<file path="src/rtl/march_sequencer_pkg.sv">
// march_seq_defs: shared definitions for the march sequencer slice.
//
// Contents:
//   state_e     - sequencer FSM states (3-bit, IDLE = 0)
//   DEF_TMO     - default per-element watchdog limit in cycles
//   SCAN_*      - field positions of the BIST scan word, kept here so host
//                 software and the sequencer agree on one layout
package march_seq_defs;

  typedef enum logic [2:0] {
    ST_IDLE = 3'd0,
    ST_LOAD = 3'd1,
    ST_STRT = 3'd2,
    ST_RUN  = 3'd3,
    ST_NEXT = 3'd4,
    ST_FIN  = 3'd5
  } state_e;

  localparam int DEF_TMO = 1024;

  // BIST scan word layout (16-bit scan_in)
  localparam int SCAN_OP_LSB    = 0;
  localparam int SCAN_OP_W      = 4;
  localparam int SCAN_DATA_LSB  = 4;
  localparam int SCAN_DATA_W    = 8;
  localparam int SCAN_DIR_BIT   = 12;
  localparam int SCAN_MODE_LSB  = 13;
  localparam int SCAN_MODE_W    = 3;

endpackage

</file>
<file path="src/rtl/march_sequencer_watchdog.sv">
// march_watchdog: per-element cycle counter for the march sequencer.
//
// Ports:
//   clk       in   clock, rising edge
//   rst       in   asynchronous active-high reset
//   clr_i     in   restart the count at zero
//   en_i      in   count this cycle
//   expire_o  out  count has reached TMO-1 while enabled
module march_watchdog
  import march_seq_defs::*;
#(
  parameter int TMO = DEF_TMO
) (
  input  logic clk,
  input  logic rst,
  input  logic clr_i,
  input  logic en_i,
  output logic expire_o
);

  localparam int CW = (TMO > 1) ? $clog2(TMO) : 1;
  localparam logic [CW-1:0] LIMIT = CW'(TMO - 1);

  logic [CW-1:0] cnt_q;
  logic [CW-1:0] cnt_d;

  // Saturate at the limit so a stalled element keeps reporting expiry.
  always_comb begin
    cnt_d = cnt_q;
    if (clr_i) begin
      cnt_d = '0;
    end else if (en_i && (cnt_q != LIMIT)) begin
      cnt_d = cnt_q + 1'b1;
    end
  end

  always_ff @(posedge clk or posedge rst) begin
    if (rst) begin
      cnt_q <= '0;
    end else begin
      cnt_q <= cnt_d;
    end
  end

  assign expire_o = en_i && (cnt_q == LIMIT);

endmodule

</file>
<file path="src/rtl/march_sequencer.sv">
// march_sequencer: steps the memory BIST datapath through a stored march
// program, one element at a time, and collects pass/fail and watchdog status.
//
// Ports:
//   clk, rst                      clock, asynchronous active-high reset
//   prog_we/prog_addr/prog_wdata  program store write port (IDLE only)
//   prog_len                      elements to run (0..DEPTH), sampled at start
//   start, abort                  run request pulse, run termination
//   elem_done_in                  BIST element-complete pulse
//   cmp_valid_in, passfail_in     qualified compare result (1 = match)
//   tas_in                        BIST current address
//   scan_out, ts_out              scan word and test-start strobe to BIST
//   busy, done                    run in progress, run-finished pulse
//   fail, timeout                 sticky fail and watchdog flags
//   fail_idx, fail_addr           element index and address of first failure
//
// Build option: MARCH_SEQ_STOP_ON_FAIL_EN ends the run at the first recorded
// failure instead of running every element.
module march_sequencer
  import march_seq_defs::*;
#(
  parameter int SW    = 16,
  parameter int AW    = 8,
  parameter int DEPTH = 8,
  parameter int IW    = 3,
  parameter int TMO   = DEF_TMO
) (
  input  logic          clk,
  input  logic          rst,
  input  logic          prog_we,
  input  logic [IW-1:0] prog_addr,
  input  logic [SW-1:0] prog_wdata,
  input  logic [IW:0]   prog_len,
  input  logic          start,
  input  logic          abort,
  input  logic          elem_done_in,
  input  logic          cmp_valid_in,
  input  logic          passfail_in,
  input  logic [AW-1:0] tas_in,
  output logic [SW-1:0] scan_out,
  output logic          ts_out,
  output logic          busy,
  output logic          done,
  output logic          fail,
  output logic          timeout,
  output logic [IW-1:0] fail_idx,
  output logic [AW-1:0] fail_addr
);

  state_e        state_q;
  logic [IW:0]   len_q;
  logic [IW-1:0] idx_q;
  logic [SW-1:0] prog_q [DEPTH];
  logic [SW-1:0] scan_q;
  logic          ts_q;
  logic          busy_q;
  logic          done_q;
  logic          fail_q;
  logic          tmo_q;
  logic [IW-1:0] fidx_q;
  logic [AW-1:0] faddr_q;

  logic wd_clr;
  logic wd_en;
  logic wd_expire;
  logic fail_evt;
  logic last_elem;

  assign fail_evt  = cmp_valid_in & ~passfail_in;
  assign last_elem = ({1'b0, idx_q} == (len_q - 1'b1));

  // The element's time budget starts with the strobe cycle, so the count is
  // zeroed during LOAD and runs through STRT and RUN.
  assign wd_clr = (state_q == ST_LOAD);
  assign wd_en  = (state_q == ST_STRT) || (state_q == ST_RUN);

  march_watchdog #(
    .TMO (TMO)
  ) u_watchdog (
    .clk      (clk),
    .rst      (rst),
    .clr_i    (wd_clr),
    .en_i     (wd_en),
    .expire_o (wd_expire)
  );

  // Program store: writable only while idle so a running program is stable.
  always_ff @(posedge clk or posedge rst) begin
    if (rst) begin
      for (int i = 0; i < DEPTH; i++) begin
        prog_q[i] <= '0;
      end
    end else if ((state_q == ST_IDLE) && prog_we) begin
      prog_q[prog_addr] <= prog_wdata;
    end
  end

  // Sequencer FSM. ts_out is raised on entry to STRT; done is raised while
  // leaving FIN so it appears together with busy falling. abort outranks
  // everything and leaves the result flags untouched.
  always_ff @(posedge clk or posedge rst) begin
    if (rst) begin
      state_q <= ST_IDLE;
      len_q   <= '0;
      idx_q   <= '0;
      scan_q  <= '0;
      ts_q    <= 1'b0;
      busy_q  <= 1'b0;
      done_q  <= 1'b0;
      fail_q  <= 1'b0;
      tmo_q   <= 1'b0;
      fidx_q  <= '0;
      faddr_q <= '0;
    end else begin
      ts_q   <= 1'b0;
      done_q <= 1'b0;
      if (abort && (state_q != ST_IDLE)) begin
        state_q <= ST_IDLE;
        busy_q  <= 1'b0;
      end else begin
        case (state_q)
          ST_IDLE: begin
            if (start) begin
              len_q   <= prog_len;
              idx_q   <= '0;
              fail_q  <= 1'b0;
              tmo_q   <= 1'b0;
              fidx_q  <= '0;
              faddr_q <= '0;
              busy_q  <= 1'b1;
              state_q <= (prog_len == '0) ? ST_FIN : ST_LOAD;
            end
          end
          ST_LOAD: begin
            scan_q  <= prog_q[idx_q];
            ts_q    <= 1'b1;
            state_q <= ST_STRT;
          end
          ST_STRT: begin
            state_q <= ST_RUN;
          end
          ST_RUN: begin
            if (fail_evt) begin
              fail_q <= 1'b1;
              if (!fail_q) begin
                fidx_q  <= idx_q;
                faddr_q <= tas_in;
              end
            end
`ifdef MARCH_SEQ_STOP_ON_FAIL_EN
            if (fail_evt && !fail_q) begin
              state_q <= ST_FIN;
            end else
`endif
            if (elem_done_in) begin
              state_q <= ST_NEXT;
            end else if (wd_expire) begin
              tmo_q   <= 1'b1;
              state_q <= ST_FIN;
            end
          end
          ST_NEXT: begin
            if (last_elem) begin
              state_q <= ST_FIN;
            end else begin
              idx_q   <= idx_q + 1'b1;
              state_q <= ST_LOAD;
            end
          end
          ST_FIN: begin
            done_q  <= 1'b1;
            busy_q  <= 1'b0;
            state_q <= ST_IDLE;
          end
          default: begin
            state_q <= ST_IDLE;
            busy_q  <= 1'b0;
          end
        endcase
      end
    end
  end

  assign scan_out  = scan_q;
  assign ts_out    = ts_q;
  assign busy      = busy_q;
  assign done      = done_q;
  assign fail      = fail_q;
  assign timeout   = tmo_q;
  assign fail_idx  = fidx_q;
  assign fail_addr = faddr_q;

endmodule

</file>
<file path="config.mk">
export PLATFORM = sky130hd
export DESIGN_NAME = march_sequencer
export DESIGN_NICKNAME = d
export VERILOG_FILES = /design/src/rtl/march_sequencer_pkg.sv /design/src/rtl/march_sequencer_watchdog.sv /design/src/rtl/march_sequencer.sv
export SDC_FILE = /design/constraint.sdc
export NUM_CORES = 1
export LEC_CHECK = 0
export ABC_CLOCK_PERIOD_IN_PS = 6700
export CAP_MARGIN = 5
export CORE_ASPECT_RATIO = 0.9
export CORE_UTILIZATION = 34
export DETAILED_ROUTE_END_ITERATION = 12
export SYNTH_ARGS = -nofsm -noshare
export SYNTH_HDL_FRONTEND = slang
export SYNTH_SLANG_ARGS = --single-unit
</file>
<file path="constraint.sdc">
create_clock -name clk -period 6.7 [get_ports clk]
set_input_delay 1.34 -clock clk [delete_from_list [all_inputs] [get_ports clk]]
set_output_delay 1.34 -clock clk [all_outputs]
set_load 0.005 [all_outputs]
</file>
-- Yosys cells after proc, flatten, opt, wreduce, memory -nomap -nowiden
Index checks and enable logic that the tools add are counted.
- register bits after elaboration: 180
- bits in latches: 0
- memory bits (writable): 0
- ROM bits: 0
- input bits: 39
- output and inout bits: 32
- memories kept: 0
- add/sub/neg operators: 3
- multipliers: 0
- divide/modulo/power cells: 0
- order comparisons: 3
- eq/ne operators: 17
- shift-type cells: 0
- muxes and demuxes: 38
- bitwise operators: 5
- reductions and logical operators: 21
- operator list (operator ; number):
    128-bit bitwise mux ; 1
    16-bit binary-select mux with 3-bit select ; 1
    16-bit demux with 3-bit select ; 1
    16-bit 2-to-1 mux ; 3
    3-bit 2-to-1 mux ; 10
    8-bit 2-to-1 mux ; 3
    10-bit 2-to-1 mux ; 2
    8-bit case mux with 2 select lines ; 1
    3-bit case mux with 5 select lines ; 1
    3-bit case mux with 2 select lines ; 2
    10-bit by 1-bit adder with 10-bit output (second input constant) ; 1
    10-bit equality test (second input constant) ; 1
    1-bit 2-to-1 mux ; 10
    10-bit != test (second input constant) ; 1
    2-bit != test (second input constant) ; 5
    5-bit AND reduction ; 2
    4-bit greater-or-equal comparator (second input constant) ; 2
    3-bit NOT with 4-bit output ; 2
    4-bit AND reduction ; 2
    3-bit by 2-bit equality test with 1-bit output (second input constant) ; 2
    3-bit equality test (second input constant) ; 2
    1-bit case mux with 2 select lines ; 3
    2-bit AND reduction ; 3
    2-bit nonzero test ; 3
    other kinds (17) ; 23

-- Logic depth before layout (Yosys ltp)
Gate-level depths: netlist of the first run.
- depth after elaboration: 7
- depth in mapped cells: 7
- gate-level depth less buffers: 7

-- Modules after synthesis
From an unflattened synthesis of the first run, not the netlist that was laid out.
- cell total of the unflattened synthesis: 566
- area total of the unflattened synthesis: 8141.6 um^2
- modules (own cells, without submodules) (module ; instances ; cells each ; area each (um^2) ; sequential area each (um^2)):
    march_sequencer ; 1 ; 507 ; 7577.3 ; 4254.1
    march_watchdog ; 1 ; 59 ; 564.3 ; 250.2

-- Worst setup path before layout of the first run
OpenSTA, ideal clock, no wires.
- kind: in2reg
- start point: input start
- end point: register faddr_q[0], in the netlist fail_addr[0]
- setup time: 0.121 ns
- data arrival time: 2.938 ns
- required time: 6.579 ns
- path slack: 3.641 ns
- stages: 5
- cell sequence: or3b_2 > a2111oi_0 > a21oi_1 > clkbuf_1 > a22o_1
- longest elaborated chain between the ends: 2
- RTL lines (what ; RTL line ; RTL):
    from (decl) ; march_sequencer.sv:34 ; input logic start,
    2-bit != test (no source line) ; -- ;
    5-bit AND reduction (no source line) ; -- ;
    to (signal assigned) ; march_sequencer.sv:147 ; faddr_q <= tas_in;
    to (decl) ; march_sequencer.sv:61 ; logic [AW-1:0] faddr_q;
No other way between the ends.
A chain may end at the register's enable or synchronous reset.

-- Worst setup path after layout of the first run
- start point: input start
- end point: register faddr_q[7], in the netlist fail_addr[7]
The elaborated chain is that of the path after synthesis.

==> results of run 1 <==
-- logic make-up after synthesis --
| kind of cell | count (synthesis) | share of synthesized area (%) |
|---|---|---|
| adder cells (fa/ha/maj) | 3 | 0.4632 |
| AO/OA/AOI/OAI | 52 | 3.921 |
| AND/OR/NAND/NOR | 101 | 6.823 |
| XOR/XNOR | 9 | 0.9725 |
| multiplexers | 179 | 29.98 |
| flip-flops | 180 | 55.57 |
| buffers and inverters | 34 | 2.269 |
-- sequential cells by signal (all words and copies together), names as in the netlist --
register / cells
fail_idx: 3
timeout: 1
prog_q: 128
fail_addr: 8
len_q: 4
fail: 1
u_watchdog.cnt_q: 10
scan_out: 16
ts_out: 1
busy: 1
state_q: 3
idx_q: 3
done: 1
-- routing by layer --
layer  vias up  global-route usage (%)
li1       2196                       -
met1      2556                   21.35
met2        96                   24.47
met3        25                   3.820
met4         2                   5.734
met5         -                       0
-- cell usage in the layout (no fill, tap or decap), types with 2 or more instances in the layout --
cell type and instances:
inv_1 4, nand4_1 2, or3_1 3, ha_1 3, nor2_1 37, nor3b_4 2, mux2_4 20, xor2_1 4
nand3_1 3, nand2b_1 4, a21oi_1 25, clkinvlp_4 6, clkinv_4 3, or2_2 2, dfrtp_1 179, a2111oi_0 2
nor3_1 3, mux2i_1 17, clkdlybuf4s50_1 70, mux2_2 110, a31oi_1 2, nor4_1 2, a22o_1 11, and3_1 3
xnor2_1 5, buf_4 12, mux4_2 32, o21ai_0 9, nand2_1 19, clkbuf_16 17, or4_1 2, nor2b_1 3
nand3b_1 5, clkinv_2 4
-- through the flow --
| stage | util (%) | instances | instance area, um2 | setup WS [ns] | hold slack, ns |
|---|---|---|---|---|---|
| 6_report | 41.28 | 943 | 9637 | 2.907 | 0.4896 |
| 5_1_grt | 41.28 | 943 | 9637 | 2.602 | 0.5134 |
| 4_1_cts | 41.28 | 943 | 9637 | 2.858 | 0.4964 |
| 3_5_place_dp | 39.07 | 913 | 9120 | 2.401 | 0.4815 |
| 3_3_place_gp | 39.07 | 913 | 9120 | 2.520 | 0.4764 |
| 2_1_floorplan | - | 558 | 8105 | 0.4730 | 0.4538 |
-- worst max path at each step --
| stage | from | to | slack [ns] |
|---|---|---|---|
| final | start | fail_addr[7] | 2.91 |
| after global routing | start | fail_addr[4] | 2.60 |
| after CTS | start | fail_addr[7] | 2.86 |
| after detailed placement | start | fail_idx[1] | 2.40 |
| after global placement | start | fail_addr[2] | 2.52 |
| after floorplan | rst | busy | 0.47 |
-- layout make-up --
| type | count | area, um2 | area share [%] |
|---|---|---|---|
| multi-input cells | 344 | 3422 | 35.51 |
| clock buffers | 17 | 425.4 | 4.414 |
| repair buffers | 82 | 790.8 | 8.206 |
| well taps | 302 | 377.9 | 3.921 |
| flip-flops and latches | 180 | 4506 | 46.75 |
| clock inverters | 13 | 91.34 | 0.9478 |
| inverters | 5 | 23.77 | 0.2467 |
-- power groups by stage --
stage,Sequential (mW),Clock [mW],Combinational [mW]
floorplan,1.75,0,0.898
global placement,1.80,0,1.17
detailed placement,1.84,0,1.21
CTS,1.82,0.914,1.21
global route,1.88,0.960,1.31
finish,1.83,0.885,1.19
-- worst max-delay path, delay by kind of cell --
kind / cells / cell delay (ns)
AO/OA/AOI/OAI: 2 / 1.18
buffers and inverters: 1 / 0.50
AND/OR/NAND/NOR: 3 / 1.13
==> results.md, run 1 <==
- Status: complete, no violations
- Post-synthesis sequential element count: 180
- # H-tree levels: 4
- Worst reg2reg path depth: 5
- Tightest Hold Check Type: flop to flop
- Largest stage delay, worst path: 0.93 ns
- Worst-path clk slew: approximately 0.060 ns
- Worst slew pin tran: a little over 1 ns
- Synth area leader: dfrtp_1
- Hold endpoint: timeout
- Setup CP Type: primary input to flop
- # diodes: 0
- Setup Skew: 0.01545 ns
- Hold buffers post-CTS: 0
- Fin. max-slew vios: 0
- Final hold violation count: 0
- Max-cap viol count: 0
- Comb pwr share: between 30% and 40%
- Core area: 23340 um2
- Post-synth EDFFs: 0
- CTS tree: done
- First-pass GRT wire length: 28.81 mm
- Setup violators final: 0
- Worst hold start: timeout
- Final TNS setup: 0 ns
- Gr ovfl total: 0
- RSZ-0062 raised after global routing: false
- Crit start category: primary input
- Psw: ~1.1 mW
- Share of flip-flops with an asynchronous set or reset: 100.0%
- Period utilisation layout: between 50% and 60%
- Power Total: 3.898 mW
- Crit path DAT: roughly 4.2 ns
- Fraction of layout cells with a size suffix above 1: 33.54%
- Final #Nets: 672
- Row cnt: 53
- Crit. End Element: flop
- Post-synthesis area per instance: roughly 15 um2
- Final HPWL DP: 11.22 mm
- Vias: 4875
- Sequential Power Share: 46.8%
- Post_cts resized: 0
- Top_reg_cell synth: dfrtp_1
- Crit-path max FO: 11
- Initial antenna violation count: 1
- PD cells: 404.5 nW/um2
- CTS buffer count: 17
- CTS max path bufs: 2
- Port buffer count: 70
- CP max stage cell: a2111oi_0
- Synth warn: 0
- Drt pass-1 iters: 4
- Post-synth top area share: 55.57%
- DR WL met2: 8.588 mm
- Detailed-route wire length per cell: 18.85 um
- Number of DRC markers in iteration 0: 313
- Slew HR: 29.81%
- I/O pin count: 71
- Maximum clock frequency: roughly 0.26 GHz
- Initial Utilization: between 30% and 40%
- Cell Area, Synth: 8105 um2
- Area contributors post-synth: dfrtp_1 (56%), mux2_2 (15%), mux4_2 (8.9%), mux2_4 (3.7%), mux2i_1 (2.1%)
- Highest metal used: met5
- Routed wire length: 17.77 mm
- Vias per cell: 5.170
- Synth Net Count: 600
- Sw frac: between 20% and 30%
- Seq/Total Area, Yosys: 55.57%
- GP Congestion: 0.8065
- Internal power: 2.777 mW
- Root Driver: clkbuf_16
- Worst-Skew Late Latency: around 0.44 ns
- Post-Synthesis Cells: roughly 560
- Sink count of the clock tree: 180
- Drc violations: 0
- DR WL met3: 827 um
- Worst R2R Start: state_q[0]
- Die W: 164.8 um
- Setup slack on the worst flop-to-flop path: between 3 and 4 ns
- Layout area overhead: 18.89%
- Die H: 148.5 um
- Critical path data required time: 7.06 ns
- Post-synth cell types: 48
- Critical-path cell list: clkdlybuf4s50_1 > or3b_2 > a2111oi_0 > nand2_1 > nor2_1 > a22o_1
- Reg2reg end: fail_addr[7]
- Fin crit period: around 3.8 ns
- GRT Overall Usage: 15.74%
- # Post-CTS Setup Buffers: 0
- Most frequent cell after synthesis: dfrtp_1
- Post-DRT Antenna Nets: 0
- Wire length on met1: ~8.1 mm
- Hold depth: 1
- Die ar.: 24460 um2
- Vias in the first global route: 5232
- Largest net degree at the start of global routing: 85
- Clock power frac: a little under a quarter
- Fillers: 2146
- Commonest cells in the netlist: dfrtp_1 (180), mux2_2 (110), nor2_1 (37)
- Maximum VDD drop: 0.1969 mV
- Leak: 3.992 nW
Power figures use the tool's default switching activity.
==> run 2, diff against run 1 <==
Settings changed: ABC_CLOCK_PERIOD_IN_PS 6700 to 3400.
Clock period 6.7 ns to 3.4 ns, I/O delays scaled along.
==> run 2 against run 1 <==
Critical path depth did not move. Combinational power rose by 97%. Via count rose by 0.18%. Sequential cell count did not move. Sequential power rose by 97%. Non-clock buffer count rose by 8. Clock skew fell by 0.0076 ns. Worst setup slack got worse by 2.0 ns.
==> results.md, run 2 (synthesized netlist as in run 1, its figures left out) <==
- Status: complete, no violations (unchanged)
- Die W: 164.8 um (unchanged)
- CP max stage cell: clkdlybuf4s50_1 (was a2111oi_0)
- GRT Overall Usage: 15.75% (was 15.74%)
- Most common cell after layout, fill and taps aside: dfrtp_1 (unchanged)
- RSZ-0062 raised after global routing: false (unchanged)
- Worst-path clk slew: 0.07 ns (was 0.06 ns)
- Detailed-route wire length per cell: 18.56 um (was 18.85 um)
- Fillers: 2119 (was 2146)
- Tightest Hold Check Type: flop to flop (unchanged)
- Initial Utilization: 34.72% (unchanged)
- Maximum clock frequency: 0.3975 GHz
- Worst hold start: timeout (unchanged)
- Fin cells: 953 (was 943)
- Placed insts: 921 (was 913)
- Drt pass-1 iters: 4 (unchanged)
- Port buffer count: 70 (unchanged)
- Final #Nets: 680 (was 672)
- Largest stage delay, worst path: 0.49 ns (was 0.93 ns)
- Max-cap viol count: 0 (unchanged)
- Hold endpoint: timeout (unchanged)
- Core area: 23340 um2 (unchanged)
- Final TNS setup: 0 ns (unchanged)
- Hold slack: 0.4998 ns (was 0.4896 ns)
- Worst-Skew Late Latency: 0.42 ns (was 0.44 ns)
- Psw: 2.202 mW (was 1.121 mW)
- Clock power frac: 24.1% (was 22.7%)
- Worst slew pin tran: 1.036 ns (was 1.026 ns)
- Final hold violation count: 0 (unchanged)
- Post-DRT Antenna Nets: 0 (unchanged)
- Drc violations: 0 (unchanged)
- Layout area overhead: 20.73% (was 18.89%)
- Number of DRC markers in iteration 0: 362 (was 313)
- Gr ovfl total: 0 (unchanged)
- Hold buffers post-CTS: 0 (unchanged)
- Setup Skew: 0.007844 ns (was 0.01545 ns)
- Critical path data required time: 3.71 ns (was 7.06 ns)
- Worst R2R Start: state_q[0] (unchanged)
- Largest net degree at the start of global routing: 61 (was 85)
- Period utilisation layout: 73.99%
- Die ar.: 24460 um2 (unchanged)
- Row cnt: 53 (unchanged)
- CTS max path bufs: 2 (unchanged)
- Crit path buf inv count: 2 (was 1)
- GP Congestion: 0.7676 (was 0.8065)
- Die H: 148.5 um (unchanged)
- Crit path DAT: 2.82 ns (was 4.16 ns)
- Comb pwr share: 30.0% (was 30.5%)
- Initial antenna violation count: 0 (was 1)
- Fin crit period: 2.516 ns
- Fraction of layout cells with a size suffix above 1: 34.56% (was 33.54%)
- Sink count of the clock tree: 180 (unchanged)
- Vias per cell: 5.125 (was 5.170)
- # H-tree levels: 4 (unchanged)
- Most frequent cells in the layout: dfrtp_1 (179), mux2_2 (110), clkdlybuf4s50_1 (70), nor2_1 (37), mux4_2 (32) (unchanged)
- Crit-path max FO: 11 (unchanged)
- PD cells: 800.7 nW/um2 (was 404.5 nW/um2)
- Top Family by Delay on Critical Path: compound AO/OA/AOI/OAI gates (unchanged)
- I/O pin count: 71 (unchanged)
- Crit. End Element: flop (unchanged)
- Post_cts resized: 0 (unchanged)
- Maximum VDD drop: 0.3822 mV (was 0.1969 mV)
- # Post-CTS Setup Buffers: 0 (unchanged)
- Setup violators final: 0 (unchanged)
- Leak: 4.078 nW (was 3.992 nW)
- Sequential Power Share: 45.9% (was 46.8%)
- Reg2reg end: prog_q[86] (was fail_addr[7])
- First-pass GRT wire length: 29.39 mm (was 28.81 mm)
- Setup slack on the worst flop-to-flop path: 0.92 ns (was 3.83 ns)
- Utilization after layout: 41.92% (was 41.28%)
- Hold depth: 1 (unchanged)
- # diodes: 0 (unchanged)
- Setup CP Type: primary input to flop (unchanged)
- Routed wire length: 17.69 mm (was 17.77 mm)
- Final HPWL DP: 11.39 mm (was 11.22 mm)
- Place WS: 0.4025 ns (was 2.401 ns)
- Vias: 4884 (was 4875)
- Crit start category: primary input (unchanged)
- CTS tree: done (unchanged)
- Worst reg2reg path depth: 5 (unchanged)
- Root Driver: clkbuf_16 (unchanged)
- Top reg by flops: prog_q (unchanged)
- CTS buffer count: 17 (unchanged)
- Fin. max-slew vios: 0 (unchanged)
- Critical-path cell list: clkdlybuf4s50_1 > or3b_2 > a2111oi_0 > buf_4 > a21oi_1 > a22o_1 (was clkdlybuf4s50_1 > or3b_2 > a2111oi_0 > nand2_1 > nor2_1 > a22o_1)
- Vias in the first global route: 5401 (was 5232)
- Final WS setup: 0.8845 ns (was 2.907 ns)
- Internal power: 5.633 mW (was 2.777 mW)
- Slew HR: 30.40% (was 29.81%)
- Max FFs per register: 128 (unchanged)
- Sw frac: 28.11% (was 28.76%)
-- run 2: cell count changes in the layout (fill, tap and decap cells not counted), sizes merged --
| cell | before | now |
|---|---|---|
| buf | 12 | 20 |
| bufinv | 0 | 1 |
| clkbuf | 17 | 20 |
| clkinv | 7 | 5 |
| clkinvlp | 6 | 5 |
| inv | 5 | 6 |
-- run 2: worst reg2reg max path, cell delays in order (launching register included) --
cell     delay, ns
dfrtp_1       0.45
or2_1         0.36
or4b_4        0.60
nor3b_4       0.22
buf_4         0.35
mux2_2        0.39
-- run 2: routing by layer --
metal | wire (um) | vias to the layer above | part of all wire, % | track usage [%]
li1 | - | 2201 | - | -
met1 | 8226 | 2595 | 47 | 20.74
met2 | 8706 | 75 | 49 | 26.24
met3 | 590 | 13 | 3.3 | 3.514
met4 | 165 | 0 | 0.93 | 3.945
met5 | 0 | - | 0 | 0
-- run 2: power by group through the flow --
stage,clock network (mW),registers (mW),logic [mW]
2_1_floorplan,0,3.46,1.77
6_report,1.89,3.60,2.35
3_5_place_dp,0,3.63,2.38
4_1_cts,1.94,3.60,2.40
3_3_place_gp,0,3.55,2.30
5_1_grt,2.02,3.73,2.58
-- run 2: final cells by class --
cell class / instances / area (um2) / area share [%]
flip-flops and latches: 180 / 4506 / 46.04
multi-input cells: 344 / 3422 / 34.97
repair buffers: 90 / 888.4 / 9.078
clock buffers: 20 / 466.7 / 4.769
well taps: 302 / 377.9 / 3.861
clock inverters: 12 / 102.6 / 1.048
inverters: 5 / 22.52 / 0.2301
-- run 2: how the worst max path moves through the flow --
stage	from	to	depth (start not counted)
after floorplan	rst	busy	1
after global placement	start	fail_addr[3]	6
after detailed placement	start	fail_idx[1]	6
after CTS	start	fail_addr[6]	6
after global routing	start	fail_addr[7]	6
final	start	fail_addr[7]	6
-- run 2: stage by stage --
stage	instance area [um2]	total power, mW
floorplan	8109	5.228
global placement	9216	5.851
detailed placement	9216	6.019
CTS	9786	7.931
global route	9786	8.335
finish	9786	7.835
